<file path="src/rtl/vga_timing_pkg.sv">
// Raster mode descriptors and helpers for the
// VGA/HDMI timing generator.
package vga_timing_pkg;

  typedef struct packed {
    int h_active;
    int h_fp;
    int h_sync;
    int h_bp;
    int v_active;
    int v_fp;
    int v_sync;
    int v_bp;
  } vga_mode_t;

  localparam vga_mode_t MODE_640x480_60 = '{
    h_active: 640, h_fp: 16, h_sync: 96, h_bp: 48,
    v_active: 480, v_fp: 10, v_sync: 2, v_bp: 33
  };

  localparam vga_mode_t MODE_800x600_60 = '{
    h_active: 800, h_fp: 40, h_sync: 128, h_bp: 88,
    v_active: 600, v_fp: 1, v_sync: 4, v_bp: 23
  };

  function automatic int h_total(vga_mode_t m);
    return m.h_active + m.h_fp + m.h_sync + m.h_bp;
  endfunction

  function automatic int v_total(vga_mode_t m);
    return m.v_active + m.v_fp + m.v_sync + m.v_bp;
  endfunction

endpackage

</file>
<file path="src/rtl/vga_sync_delay.sv">
// Tick-gated delay line for the sync/DE bundle;
// flush and reset both load the idle pattern.
module vga_sync_delay #(
  parameter int W = 5,
  parameter int LAT = 2,
  parameter logic [W-1:0] INIT = '0
) (
  input  logic         clk,
  input  logic         reset,
  input  logic         en,
  input  logic         flush,
  input  logic [W-1:0] d,
  output logic [W-1:0] q
);

  logic [W-1:0] stg [LAT];

  always_ff @(posedge clk) begin
    if (reset || (en && flush)) begin
      for (int i = 0; i < LAT; i++) stg[i] <= INIT;
    end else if (en) begin
      stg[0] <= d;
      for (int i = 1; i < LAT; i++) stg[i] <= stg[i-1];
    end
  end

  assign q = stg[LAT-1];

endmodule

</file>
<file path="src/rtl/vga_timing_gen.sv">
// Raster counters, restart handling and sync decode;
// sync/DE are delayed to align with framebuffer reads.
module vga_timing_gen
  import vga_timing_pkg::*;
#(
  parameter int H_ACTIVE = MODE_640x480_60.h_active,
  parameter int H_FP     = MODE_640x480_60.h_fp,
  parameter int H_SYNC   = MODE_640x480_60.h_sync,
  parameter int H_BP     = MODE_640x480_60.h_bp,
  parameter int V_ACTIVE = MODE_640x480_60.v_active,
  parameter int V_FP     = MODE_640x480_60.v_fp,
  parameter int V_SYNC   = MODE_640x480_60.v_sync,
  parameter int V_BP     = MODE_640x480_60.v_bp,
  parameter bit HS_POL   = 1'b0,
  parameter bit VS_POL   = 1'b0,
  parameter int LAT      = 2,
  parameter int CW       = 11
) (
  input  logic          clk,
  input  logic          reset,
  input  logic          pix_en,
  input  logic          restart,
  output logic [CW-1:0] x_pixel,
  output logic [CW-1:0] y_pixel,
  output logic          fetch_en,
  output logic          h_sync,
  output logic          v_sync,
  output logic          de,
  output logic          frame_start,
  output logic          line_start,
  output logic [15:0]   frame_cnt
);

  localparam vga_mode_t MODE = '{
    h_active: H_ACTIVE, h_fp: H_FP,
    h_sync: H_SYNC, h_bp: H_BP,
    v_active: V_ACTIVE, v_fp: V_FP,
    v_sync: V_SYNC, v_bp: V_BP
  };
  localparam int H_TOTAL = h_total(MODE);
  localparam int V_TOTAL = v_total(MODE);

  if ((2**CW) < H_TOTAL || (2**CW) < V_TOTAL) begin : g_cw_chk
    $error("vga_timing_gen: CW too small");
  end
  if (LAT < 1 || LAT > 8) begin : g_lat_chk
    $error("vga_timing_gen: LAT out of 1..8");
  end

  localparam logic [CW-1:0] H_ACT = CW'(H_ACTIVE);
  localparam logic [CW-1:0] H_SS  = CW'(H_ACTIVE + H_FP);
  localparam logic [CW-1:0] H_SE  = CW'(H_ACTIVE + H_FP + H_SYNC);
  localparam logic [CW-1:0] H_END = CW'(H_TOTAL - 1);
  localparam logic [CW-1:0] V_ACT = CW'(V_ACTIVE);
  localparam logic [CW-1:0] V_SS  = CW'(V_ACTIVE + V_FP);
  localparam logic [CW-1:0] V_SE  = CW'(V_ACTIVE + V_FP + V_SYNC);
  localparam logic [CW-1:0] V_END = CW'(V_TOTAL - 1);
  localparam logic [4:0]    IDLE  = {~HS_POL, ~VS_POL, 3'b000};

  logic [CW-1:0] h_cnt, v_cnt;
  logic          pend, go_rst;
  logic          hs_raw, vs_raw, fs_raw, ls_raw;
  logic [4:0]    raw, dly;

  // a restart seen between ticks is held until the next tick
  assign go_rst = restart | pend;

  always_ff @(posedge clk) begin
    if (reset) begin
      h_cnt     <= '0;
      v_cnt     <= '0;
      frame_cnt <= '0;
      pend      <= 1'b0;
    end else if (pix_en) begin
      pend <= 1'b0;
      if (go_rst) begin
        h_cnt <= '0;
        v_cnt <= '0;
      end else if (h_cnt == H_END) begin
        h_cnt <= '0;
        if (v_cnt == V_END) begin
          v_cnt     <= '0;
          frame_cnt <= frame_cnt + 16'd1;
        end else begin
          v_cnt <= v_cnt + 1'b1;
        end
      end else begin
        h_cnt <= h_cnt + 1'b1;
      end
    end else if (restart) begin
      pend <= 1'b1;
    end
  end

  assign fetch_en = (h_cnt < H_ACT) && (v_cnt < V_ACT);
  assign hs_raw = (h_cnt >= H_SS && h_cnt < H_SE) ? HS_POL : ~HS_POL;
  assign vs_raw = (v_cnt >= V_SS && v_cnt < V_SE) ? VS_POL : ~VS_POL;
  assign fs_raw = (h_cnt == '0) && (v_cnt == '0);
  assign ls_raw = (h_cnt == '0) && (v_cnt < V_ACT);
  assign raw = {hs_raw, vs_raw, fetch_en, fs_raw, ls_raw};

  vga_sync_delay #(
    .W(5),
    .LAT(LAT),
    .INIT(IDLE)
  ) u_dly (
    .clk(clk),
    .reset(reset),
    .en(pix_en),
    .flush(go_rst),
    .d(raw),
    .q(dly)
  );

  assign x_pixel     = h_cnt;
  assign y_pixel     = v_cnt;
  assign h_sync      = dly[4];
  assign v_sync      = dly[3];
  assign de          = dly[2];
  assign frame_start = dly[1] & pix_en;
  assign line_start  = dly[0] & pix_en;

endmodule

</file>
<file path="config.mk">
export PLATFORM = sky130hd
export DESIGN_NAME = vga_timing_gen
export DESIGN_NICKNAME = d
export VERILOG_FILES = /design/src/rtl/vga_timing_pkg.sv /design/src/rtl/vga_sync_delay.sv /design/src/rtl/vga_timing_gen.sv
export SDC_FILE = /design/constraint.sdc
export NUM_CORES = 1
export LEC_CHECK = 0
export BUFFER_PORTS_ARGS = -buffer_cell sky130_fd_sc_hd__clkbuf_2
export CORE_AREA = 8 8 100 102
export DETAILED_ROUTE_END_ITERATION = 16
export DIE_AREA = 0 0 108 110
export SLEW_MARGIN = 0
export SYNTH_ARGS = -nofsm -noshare
export SYNTH_HDL_FRONTEND = slang
export SYNTH_SLANG_ARGS = --single-unit
</file>
<file path="constraint.sdc">
create_clock -name clk -period 4.5 [get_ports clk]
set_clock_uncertainty 0.1 [all_clocks]
set_input_delay 0.45 -clock clk [delete_from_list [all_inputs] [get_ports clk]]
set_output_delay 0.45 -clock clk [all_outputs]
set_load 0.03 [all_outputs]
</file>
==> results.sh, run 1 <==
export IMPL_synth_compound_area_share_pct=9.99
export IMPL_synthMuxAreaShare_pct=6.34
export IMPL_start_util_pct=30.8
export IMPL_crit_fanout=15
export IMPL_io_pins=48
export IMPL_crit_type="register to register"
export IMPL_route_detailed_drc=0
export IMPL_status="finished, final reports clean"
export IMPL_end_kind="register"
export IMPL_holdCritPathClass="input pin to register"
export IMPL_antennaDiodeCount=0
export IMPL_gp_congestion=0.842
export IMPL_synthXorXnorAreaFrac_pct=2.02
export IMPL_rows=34
export IMPL_slowest_delay_ns=0.55
export IMPL_grt_first_pass_wirelength_mm=10.5
export IMPL_synth_nets=308
export IMPL_layout_nets=347
export IMPL_tns_ns=0
export IMPL_arrival_ns=2.61
export IMPL_core_area_mm2=0.00847
export IMPL_synthAdderAreaFrac_pct=2.88
export IMPL_slew_viol_final=0
export IMPL_max_slew_worst_pin_slew_ns=0.675
export IMPL_wirelength_mm=6.44
export IMPL_pwr_density_cell_mw_per_mm2=277
export IMPL_overflow=0
export IMPL_vdd_ir_drop_max_mv=0.129
export IMPL_die_area_mm2=0.0119
export IMPL_die_w_um=108
export IMPL_yosysWarnings=0
export IMPL_ys_seq_elements=49
export IMPL_drive_gt1_share_pct=20.7
export IMPL_slowest_stage="nand4_1"
export IMPL_yosys_area_share_simple_pct=32.4
export IMPL_port_buffers=47
export IMPL_clk_latency_ns=0.31
export IMPL_leakagePower_nw=1.13
export IMPL_setup_viol=0
export IMPL_total_power_mw=0.839
export IMPL_cts_path_max_buffers=2
export IMPL_synth_edf_count=10
export IMPL_cts_setup_buffers=0
export IMPL_ant_nets=0
export IMPL_cts_root_buf="clkbuf_8"
export IMPL_clkTransAtPathRegs_ns=0.10
export IMPL_place_inst=438
export IMPL_tritoncts="yes"
export IMPL_ys_types=46
export IMPL_syn_area_per_cell_um2=8.75
export IMPL_stdcell_count=446
export IMPL_max_cap_viol_count=0
export IMPL_fin_crit_sh_pct=55.9
export IMPL_max_freq_ghz=0.398
export IMPL_period_minus_slack_ns=2.51
export IMPL_routedWlPerCell_um=14.4
export IMPL_synth_ff_type="dfxtp_1"
export IMPL_fp_dieH_um=110
export IMPL_dp_final_hpwl_mm=4.68
export IMPL_route_detailed_vias_per_inst=5.18
export IMPL_ctsHoldBuffers=0
export IMPL_rsz0062_at_grt="false"
export IMPL_drt_first_pass_iters=4
export IMPL_grt_pass1_vias=2147
export IMPL_slew_headroom_pct=55.0
export IMPL_antenna_found_initial=0
export IMPL_htree_levels=2
export IMPL_fin_ws_ns=1.99
export IMPL_clock_sinks=49
export IMPL_netlist_area_mm2=0.00261
export IMPL_grt_max_degree=36
export IMPL_pre_cts_ws_ns=1.90
export IMPL_grt_total_usage_pct=10.8
export IMPL_cp_cell_sequence="inv_1 > ha_1 > nor2b_1 > nand4_1 > nor4_2 > mux2_2"
export IMPL_synth_top_family_by_area="simple AND/OR/NAND/NOR gates"
export IMPL_whs_ns=0.386
export IMPL_numCtsBuffers=5
export IMPL_netlist_instances=298
export IMPL_area_delta_synth_final_pct=16.3
export IMPL_yosysSeqAreaShare_pct=41.5
export IMPL_drtIter0Drc=77
export IMPL_critPathRequiredTime_ns=4.60
export IMPL_synthArstFlopShare_pct=0
export IMPL_via_count=2310
export IMPL_cts_resized_gates=0
export IMPL_finalHoldViolations=0
export IMPL_critPathLaunchType="register"
-- area by class of cell --
class                   instances  area (um2)
well taps                     108         135
repair buffers                 47         235
clock inverters                 2        37.5
flip-flops and latches         49        1080
clock buffers                   6        82.6
fillers                       904        5430
multi-input cells             217        1400
inverters                      17        63.8
-- state kept, by name (all words and copies together) (netlist names) --
register / cells
y_pixel: 11
frame_cnt: 16
x_pixel: 11
u_dly.stg: 10
pend: 1
-- cells in the mapped netlist, types with 4 or more instances --
master / number / area (um2)
mux2_2: 6 / 67.6
nand3_1: 17 / 85.1
and4_1: 4 / 35.0
or4_1: 8 / 60.1
nor3_1: 15 / 75.1
and2_1: 5 / 31.3
or3_1: 6 / 37.5
o31ai_1: 7 / 52.6
xor2_1: 5 / 43.8
nor2b_1: 12 / 75.1
nor4_1: 4 / 25.0
ha_1: 6 / 75.1
nand2_1: 17 / 63.8
mux2_1: 6 / 67.6
clkbuf_1: 13 / 48.8
nor2_1: 27 / 101
o21ai_0: 7 / 35.0
nand4_1: 13 / 81.3
dfxtp_1: 39 / 781
edfxtp_1: 10 / 300
inv_1: 17 / 63.8
a21oi_1: 14 / 70.1
a31oi_1: 5 / 31.3
-- routing by layer --
metal / track usage (%) / routed length [um]
met4: 4.06 / 101
met2: 17.1 / 2900
met1: 13.7 / 3100
met3: 3.08 / 337
met5: 0 / 0
-- report_power, final --
group | switching [mW] | total [mW] | internal (mW)
registers | 0.00326 | 0.457 | 0.453
clock network | 0.155 | 0.336 | 0.181
logic | 0.0341 | 0.0464 | 0.0123
total | 0.193 | 0.839 | 0.647
-- worst max-delay path, delay by kind of cell, from the launching register on --
kind | cells | cell delay [ns]
and+or+nand+nor | 3 | 1.22
adders and majority gates | 1 | 0.21
buffers and inverters | 1 | 0.14
muxes | 1 | 0.37
DFF | 1 | 0.37
-- path summary, 6_finish.rpt --
kind	from	depth (start not counted)	slack, ns	endpoint
worst max-delay path	y_pixel[0]	6	1.99	frame_cnt[13]
worst min-delay path	restart	3	0.39	pend
worst max register to register	y_pixel[0]	6	1.99	frame_cnt[13]
worst min register to register	u_dly.stg[0][4]	1	0.41	u_dly.stg[0][9]
-- cell usage in the layout, fill, tap and decap left out, drive strengths merged, types with 8 or more instances in the layout --
| cell type | instances |
|---|---|
| nand4 | 13 |
| nor2b | 12 |
| nor3 | 15 |
| dfxtp | 39 |
| inv | 17 |
| edfxtp | 10 |
| a21oi | 14 |
| nor2 | 27 |
| nand3 | 17 |
| clkbuf | 53 |
| or4 | 8 |
| nand2 | 17 |
| mux2 | 12 |
-- stage by stage --
step	area [um2]	utilization, %
2_1_floorplan	2610	-
3_3_place_gp	2910	34.4
3_5_place_dp	2910	34.4
4_1_cts	3030	35.8
5_1_grt	3030	35.8
6_report	3030	35.8
-- cell families (layout without fill, tap and decap cells) --
kind of cell	after synthesis	after routing
mux	15	15
fa+ha+maj	6	6
buf+inv	32	72
flops	49	49
xor+xnor	6	6
simple gates	148	148
compound gates	42	42
(Power assumes the default switching activity.)
==> run 2, diff against run 1 <==
Settings changed: ABC_AREA set to 1, CORE_AREA 8 8 100 102 to 8 8 105 107, DIE_AREA 0 0 108 110 to 0 0 113 115.
Clock period 4.5 ns to 2.45 ns, I/O delays scaled along.
==> run 2 against run 1 <==
Compared with the run above: combinational power up 130%; highest routed layer unchanged; area after synthesis up 12%; via count up 19%; total power up 94%; sequential share of layout area down 3.8 points; global-route usage up 0.96 points; first-iteration DRC count up 100%.
==> results.sh, run 2 <==
export IMPL_status="finished, final reports clean"
export IMPL_cts_resized_gates=0
export IMPL_grt_pass1_vias=2630
export IMPL_grt_total_usage_pct=11.8
export IMPL_syn_area_per_cell_um2=6.84
export IMPL_ys_seq_elements=49
export IMPL_pwr_density_cell_mw_per_mm2=478
export IMPL_rows=36
export IMPL_wl_met3_um=340
export IMPL_r2r_start="y_pixel[1]"
export IMPL_startpoint="y_pixel[6]"
export IMPL_slowest_delay_ns=0.49
export IMPL_route_detailed_drc=0
export IMPL_cp_endpoint="fetch_en"
export IMPL_layout_nets=485
export IMPL_port_buffers=47
export IMPL_worst_path_stages=4
export IMPL_max_freq_ghz=0.522
export IMPL_grt_max_degree=18
export IMPL_total_power_mw=1.63
export IMPL_area_delta_synth_final_pct=16.9
export IMPL_yosysSeqAreaShare_pct=37.2
export IMPL_rrSetupSlack_ns=0.61
export IMPL_gp_congestion=0.902
export IMPL_clk_latency_ns=0.30
export IMPL_vdd_ir_drop_max_mv=0.258
export IMPL_io_pins=48
export IMPL_largest_register="frame_cnt"
export IMPL_cts_setup_buffers=0
export IMPL_ys_types=35
export IMPL_max_cap_viol_count=0
export IMPL_largest_register_ffs=16
export IMPL_critPathRequiredTime_ns=2.11
export IMPL_yosys_area_top_type="dfxtp_1"
export IMPL_synthTopCellsByArea="dfxtp_1 27%, nand2_1 15%, edfxtp_1 10%"
export IMPL_via_count=2749
export IMPL_clock_sinks=49
export IMPL_antennaDiodeCount=0
export IMPL_layout_common_cells="119 x nand2_1, 66 x nor2_1, 47 x clkbuf_2"
export IMPL_ctsHoldBuffers=0
export IMPL_slowest_stage="dfxtp_1"
export IMPL_numCtsBuffers=5
export IMPL_met2WireLength_mm=3.56
export IMPL_arrival_ns=1.57
export IMPL_timing_rr_end="frame_cnt[15]"
export IMPL_wirelength_mm=7.38
export IMPL_die_w_um=113
export IMPL_leakagePower_nw=1.38
export IMPL_drive_gt1_share_pct=19.3
export IMPL_synthArstFlopShare_pct=0
export IMPL_core_area_mm2=0.00946
export IMPL_fin_crit_sh_pct=78.2
export IMPL_netlist_instances=425
export IMPL_crit_type="register to primary output"
export IMPL_htree_levels=2
export IMPL_synth_top_cell_area_share_pct=26.9
export IMPL_end_kind="primary output"
export IMPL_highest_layer="met4"
export IMPL_tns_ns=0
export IMPL_cts_path_max_buffers=2
export IMPL_clkTransAtPathRegs_ns=0.08
export IMPL_critical_path_buf_inv_count=1
export IMPL_slew_headroom_pct=66.8
export IMPL_drtIter0Drc=155
export IMPL_fin_util_pct=35.9
export IMPL_antenna_found_initial=0
export IMPL_synth_edf_count=10
export IMPL_setup_viol=0
export IMPL_period_minus_slack_ns=1.91
export IMPL_met1_length_mm=3.38
export IMPL_slew_viol_final=0
export IMPL_critPathLaunchType="register"
export IMPL_start_util_pct=30.7
export IMPL_synth_nets=435
export IMPL_route_detailed_vias_per_inst=4.66
export IMPL_cts_root_buf="clkbuf_8"
export IMPL_ff2ff_path_depth=9
export IMPL_final_common_cell="nand2_1"
export IMPL_tritoncts="yes"
export IMPL_fp_dieH_um=115
export IMPL_yosysWarnings=0
export IMPL_netlist_area_mm2=0.00291
export IMPL_yosysMostFrequentCell="nand2_1"
export IMPL_grt_first_pass_wirelength_mm=12.6
export IMPL_cp_cell_sequence="nand2_1 > nor3_2 > nor3_1 > clkbuf_2"
export IMPL_critPathTopFamily="simple AND/OR/NAND/NOR gates"
export IMPL_die_area_mm2=0.0130
export IMPL_drt_first_pass_iters=4
export IMPL_ant_nets=0
export IMPL_routedWlPerCell_um=12.5
export IMPL_max_slew_worst_pin_slew_ns=0.498
export IMPL_crit_fanout=8
export IMPL_dp_final_hpwl_mm=5.69
export IMPL_finalHoldViolations=0
export IMPL_rsz0062_at_grt="false"
export IMPL_overflow=0
export IMPL_synth_ff_type="dfxtp_1"
export IMPL_synth_common_cells="119 x nand2_1, 66 x nor2_1, 43 x inv_1"
export IMPL_holdCritPathClass="input pin to register"
[run 2: changes by cell type in the layout (fill, tap and decap cells not counted), moves of 7 or more]
cell	change
or4_1	-8
inv_2	+9
nor2b_1	-12
nor2_1	+39
o31ai_1	-7
nand2_1	+102
nand3_1	+15
inv_1	+26
[run 2: cell families after synthesis]
kind of cell,count (synthesis),share of synthesized area [%]
DFF,49,37.2
and+or+nand+nor,262,41.2
buffers and inverters,59,8.05
xor gates and xnor gates,10,3.01
AOI/OAI and AO/OA,39,7.92
adders and majority gates,6,2.58
[run 2: tightest hold or removal path, cell delays in order]
cell	delay, ns
clkbuf_2	0.12
nor2_4	0.06
nor2_1	0.11
[run 2: report_power, final]
part,switching [mW],internal (mW)
clock network,0.275,0.406
registers,0.00636,0.833
logic,0.0783,0.0271
[run 2: final cells by class]
| cell class | instances | area, um2 |
|---|---|---|
| clock buffer | 5 | 68.8 |
| clock inverter | 3 | 65.1 |
| fill | 1024 | 6060 |
| inverter | 53 | 199 |
| multi-input combinational | 317 | 1590 |
| sequential | 49 | 1080 |
| tap | 114 | 143 |
| timing repair buffer | 49 | 250 |
[run 2: per-layer routing]
layer	vias up	global-route usage (%)
met5	-	0
met2	51	20.3
li1	1452	-
met4	0	4.44
met1	1240	14.4
met3	6	1.89
[run 2: worst min path at each step]
stage                       start            end  cells past startpoint
finish                    restart           pend                      3
global route              restart           pend                      3
CTS                       restart           pend                      3
detailed placement  frame_cnt[15]  frame_cnt[15]                      2
global placement    frame_cnt[15]  frame_cnt[15]                      2
floorplan                 restart           pend                      2
[run 2: stage by stage]
| stage | hold WS [ns] | instances | setup WS, ns | area (um2) |
|---|---|---|---|---|
| detailed placement | 0.392 | 582 | 0.654 | 3260 |
| floorplan | 0.291 | 425 | 0.657 | 2910 |
| global route | 0.186 | 590 | 0.396 | 3400 |
| finish | 0.175 | 590 | 0.535 | 3400 |
| CTS | 0.166 | 590 | 0.519 | 3400 |
| global placement | 0.381 | 582 | 0.659 | 3260 |
==> run 3, diff against run 2 <==
Clock period 2.45 ns to 1.62 ns, I/O delays scaled along.
==> run 3 against run 2 <==
Compared with the run above: flip-flop and latch count stayed put; first-iteration DRC count is 27% lower; critical endpoint unchanged; the flow now finishes with violations (negative setup slack); via count increased by 9.6%; non-clock buffer count is 46 higher; sequential share of layout area decreased by 4.4 points; sequential power is 50% higher; critical path depth grew 1.
==> results.sh, run 3 (synthesized netlist as in run 2, its figures left out) <==
export IMPL_fin_crit_sh_pct=100
export IMPL_ant_nets=0
export IMPL_seq_power_share_pct=52.5
export IMPL_place_inst=619
export IMPL_rsz0062_at_grt="true"
export IMPL_crit_type="register to primary output"
export IMPL_max_slew_worst_pin_slew_ns=0.543
export IMPL_slew_viol_final=0
export IMPL_stdcell_count=637
export IMPL_overflow=0
export IMPL_fp_dieH_um=115
export IMPL_die_w_um=113
export IMPL_routedWlPerCell_um=13.4
export IMPL_status="finished, violations left"
export IMPL_layout_nets=532
export IMPL_critPathLaunchType="register"
export IMPL_htree_levels=2
export IMPL_core_area_mm2=0.00946
export IMPL_gp_congestion=0.844
export IMPL_start_util_pct=30.7
export IMPL_tns_ns=-0.000846
export IMPL_arrival_ns=1.36
export IMPL_finalHoldViolations=0
export IMPL_setup_viol=1
export IMPL_drtIter0Drc=113
export IMPL_drive_gt1_share_pct=38.6
export IMPL_swShare_pct=25.2
export IMPL_fin_util_pct=43.2
export IMPL_grt_total_usage_pct=12.7
export IMPL_antennaDiodeCount=0
export IMPL_slew_headroom_pct=63.7
export IMPL_area_delta_synth_final_pct=40.5
export IMPL_route_detailed_vias_per_inst=4.73
export IMPL_total_power_mw=2.40
export IMPL_largest_register="frame_cnt"
export IMPL_cts_path_max_buffers=2
export IMPL_die_area_mm2=0.0130
export IMPL_fin_ws_ns=-0.000846
export IMPL_p_int_mw=1.79
export IMPL_rows=36
export IMPL_grt_first_pass_wirelength_mm=13.5
export IMPL_grt_max_degree=18
export IMPL_pwr_density_cell_mw_per_mm2=587
export IMPL_end_kind="primary output"
export IMPL_io_pins=48
export IMPL_holdCritPathClass="input pin to register"
export IMPL_grt_pass1_vias=2798
export IMPL_period_minus_slack_ns=1.62
export IMPL_violations="negative setup slack"
export IMPL_vdd_ir_drop_max_mv=0.309
export IMPL_final_common_cell="nand2_1"
export IMPL_leakagePower_nw=1.75
export IMPL_largest_register_ffs=16
export IMPL_layout_common_cells="104 x nand2_1, 57 x nor2_1, 46 x clkbuf_2"
export IMPL_pre_cts_ws_ns=-0.0400
export IMPL_clock_power_share_pct=37.9
export IMPL_cts_root_buf="clkbuf_8"
export IMPL_port_buffers=47
export IMPL_wirelength_mm=8.51
export IMPL_critPathRequiredTime_ns=1.36
export IMPL_p_switching_mw=0.605
export IMPL_numCtsBuffers=5
export IMPL_p_comb_share_pct=9.6
export IMPL_crit_fanout=4
export IMPL_max_freq_ghz=0.617
export IMPL_antenna_found_initial=0
export IMPL_tritoncts="yes"
export IMPL_clk_latency_ns=0.32
export IMPL_max_cap_viol_count=0
export IMPL_clkTransAtPathRegs_ns=0.10
export IMPL_clock_sinks=49
export IMPL_drt_first_pass_iters=4
export IMPL_route_detailed_drc=0
export IMPL_dp_final_hpwl_mm=6.14
export IMPL_via_count=3014
export IMPL_n_fill_cell=967
run 3: cell types whose count changed in the layout (fill, tap and decap cells not counted), sizes merged:
cell	previous run	this run
buf	2	47
bufinv	2	1
clkbuf	52	53
clkinvlp	0	1
nor2	75	76
run 3: cell type report:
class | instances | area, um2 | area share (%)
multi-input cells | 318 | 1840 | 45.0
clock inverters | 3 | 46.3 | 1.13
well taps | 114 | 143 | 3.49
clock buffers | 5 | 68.8 | 1.69
flip-flops and latches | 49 | 1120 | 27.5
repair buffers | 95 | 662 | 16.2
inverters | 53 | 206 | 5.06
run 3: worst max-delay path, cell delays in order, from the launching register on:
cell and delay, ns:
dfxtp_4 0.38, buf_6 0.13, nand2_4 0.07, nand3_4 0.07, nor3_4 0.21, clkbuf_8 0.19
run 3: stage by stage:
step,instance area [um2],hold WS [ns]
2_1_floorplan,2940,0.208
3_3_place_gp,3600,0.382
3_5_place_dp,3600,0.391
4_1_cts,3810,0.0556
5_1_grt,4080,0.0669
6_report,4080,0.0537
run 3: repair_timing:
action	in CTS	in global routing
buffers inserted	1	8
hold buffers	0	0
pin swaps	10	30
setup endpoints to repair	20	35
resized for setup	28	57
gates cloned	1	1
run 3: final timing paths:
check / from / end / slack, ns / cells past startpoint
setup / recovery: x_pixel[9] / fetch_en / -0.0008 / 5
hold / removal: pix_en / x_pixel[10] / 0.05 / 4
setup reg to reg: y_pixel[0] / frame_cnt[10] / 0.02 / 10
hold reg to reg: x_pixel[10] / x_pixel[10] / 0.40 / 2
run 3: per-layer routing:
layer | routed length (um) | global-route usage (%)
met4 | 187 | 5.51
met3 | 375 | 2.10
met1 | 3750 | 15.2
met2 | 4190 | 22.1
met5 | 0 | 0
run 3: power by group through the flow:
stage | combinational, mW | sequential [mW] | clock (mW)
6_report | 0.229 | 1.26 | 0.909
5_1_grt | 0.247 | 1.26 | 0.981
4_1_cts | 0.201 | 1.26 | 0.938
3_5_place_dp | 0.198 | 1.29 | 0
3_3_place_gp | 0.195 | 1.29 | 0
2_1_floorplan | 0.108 | 1.31 | 0
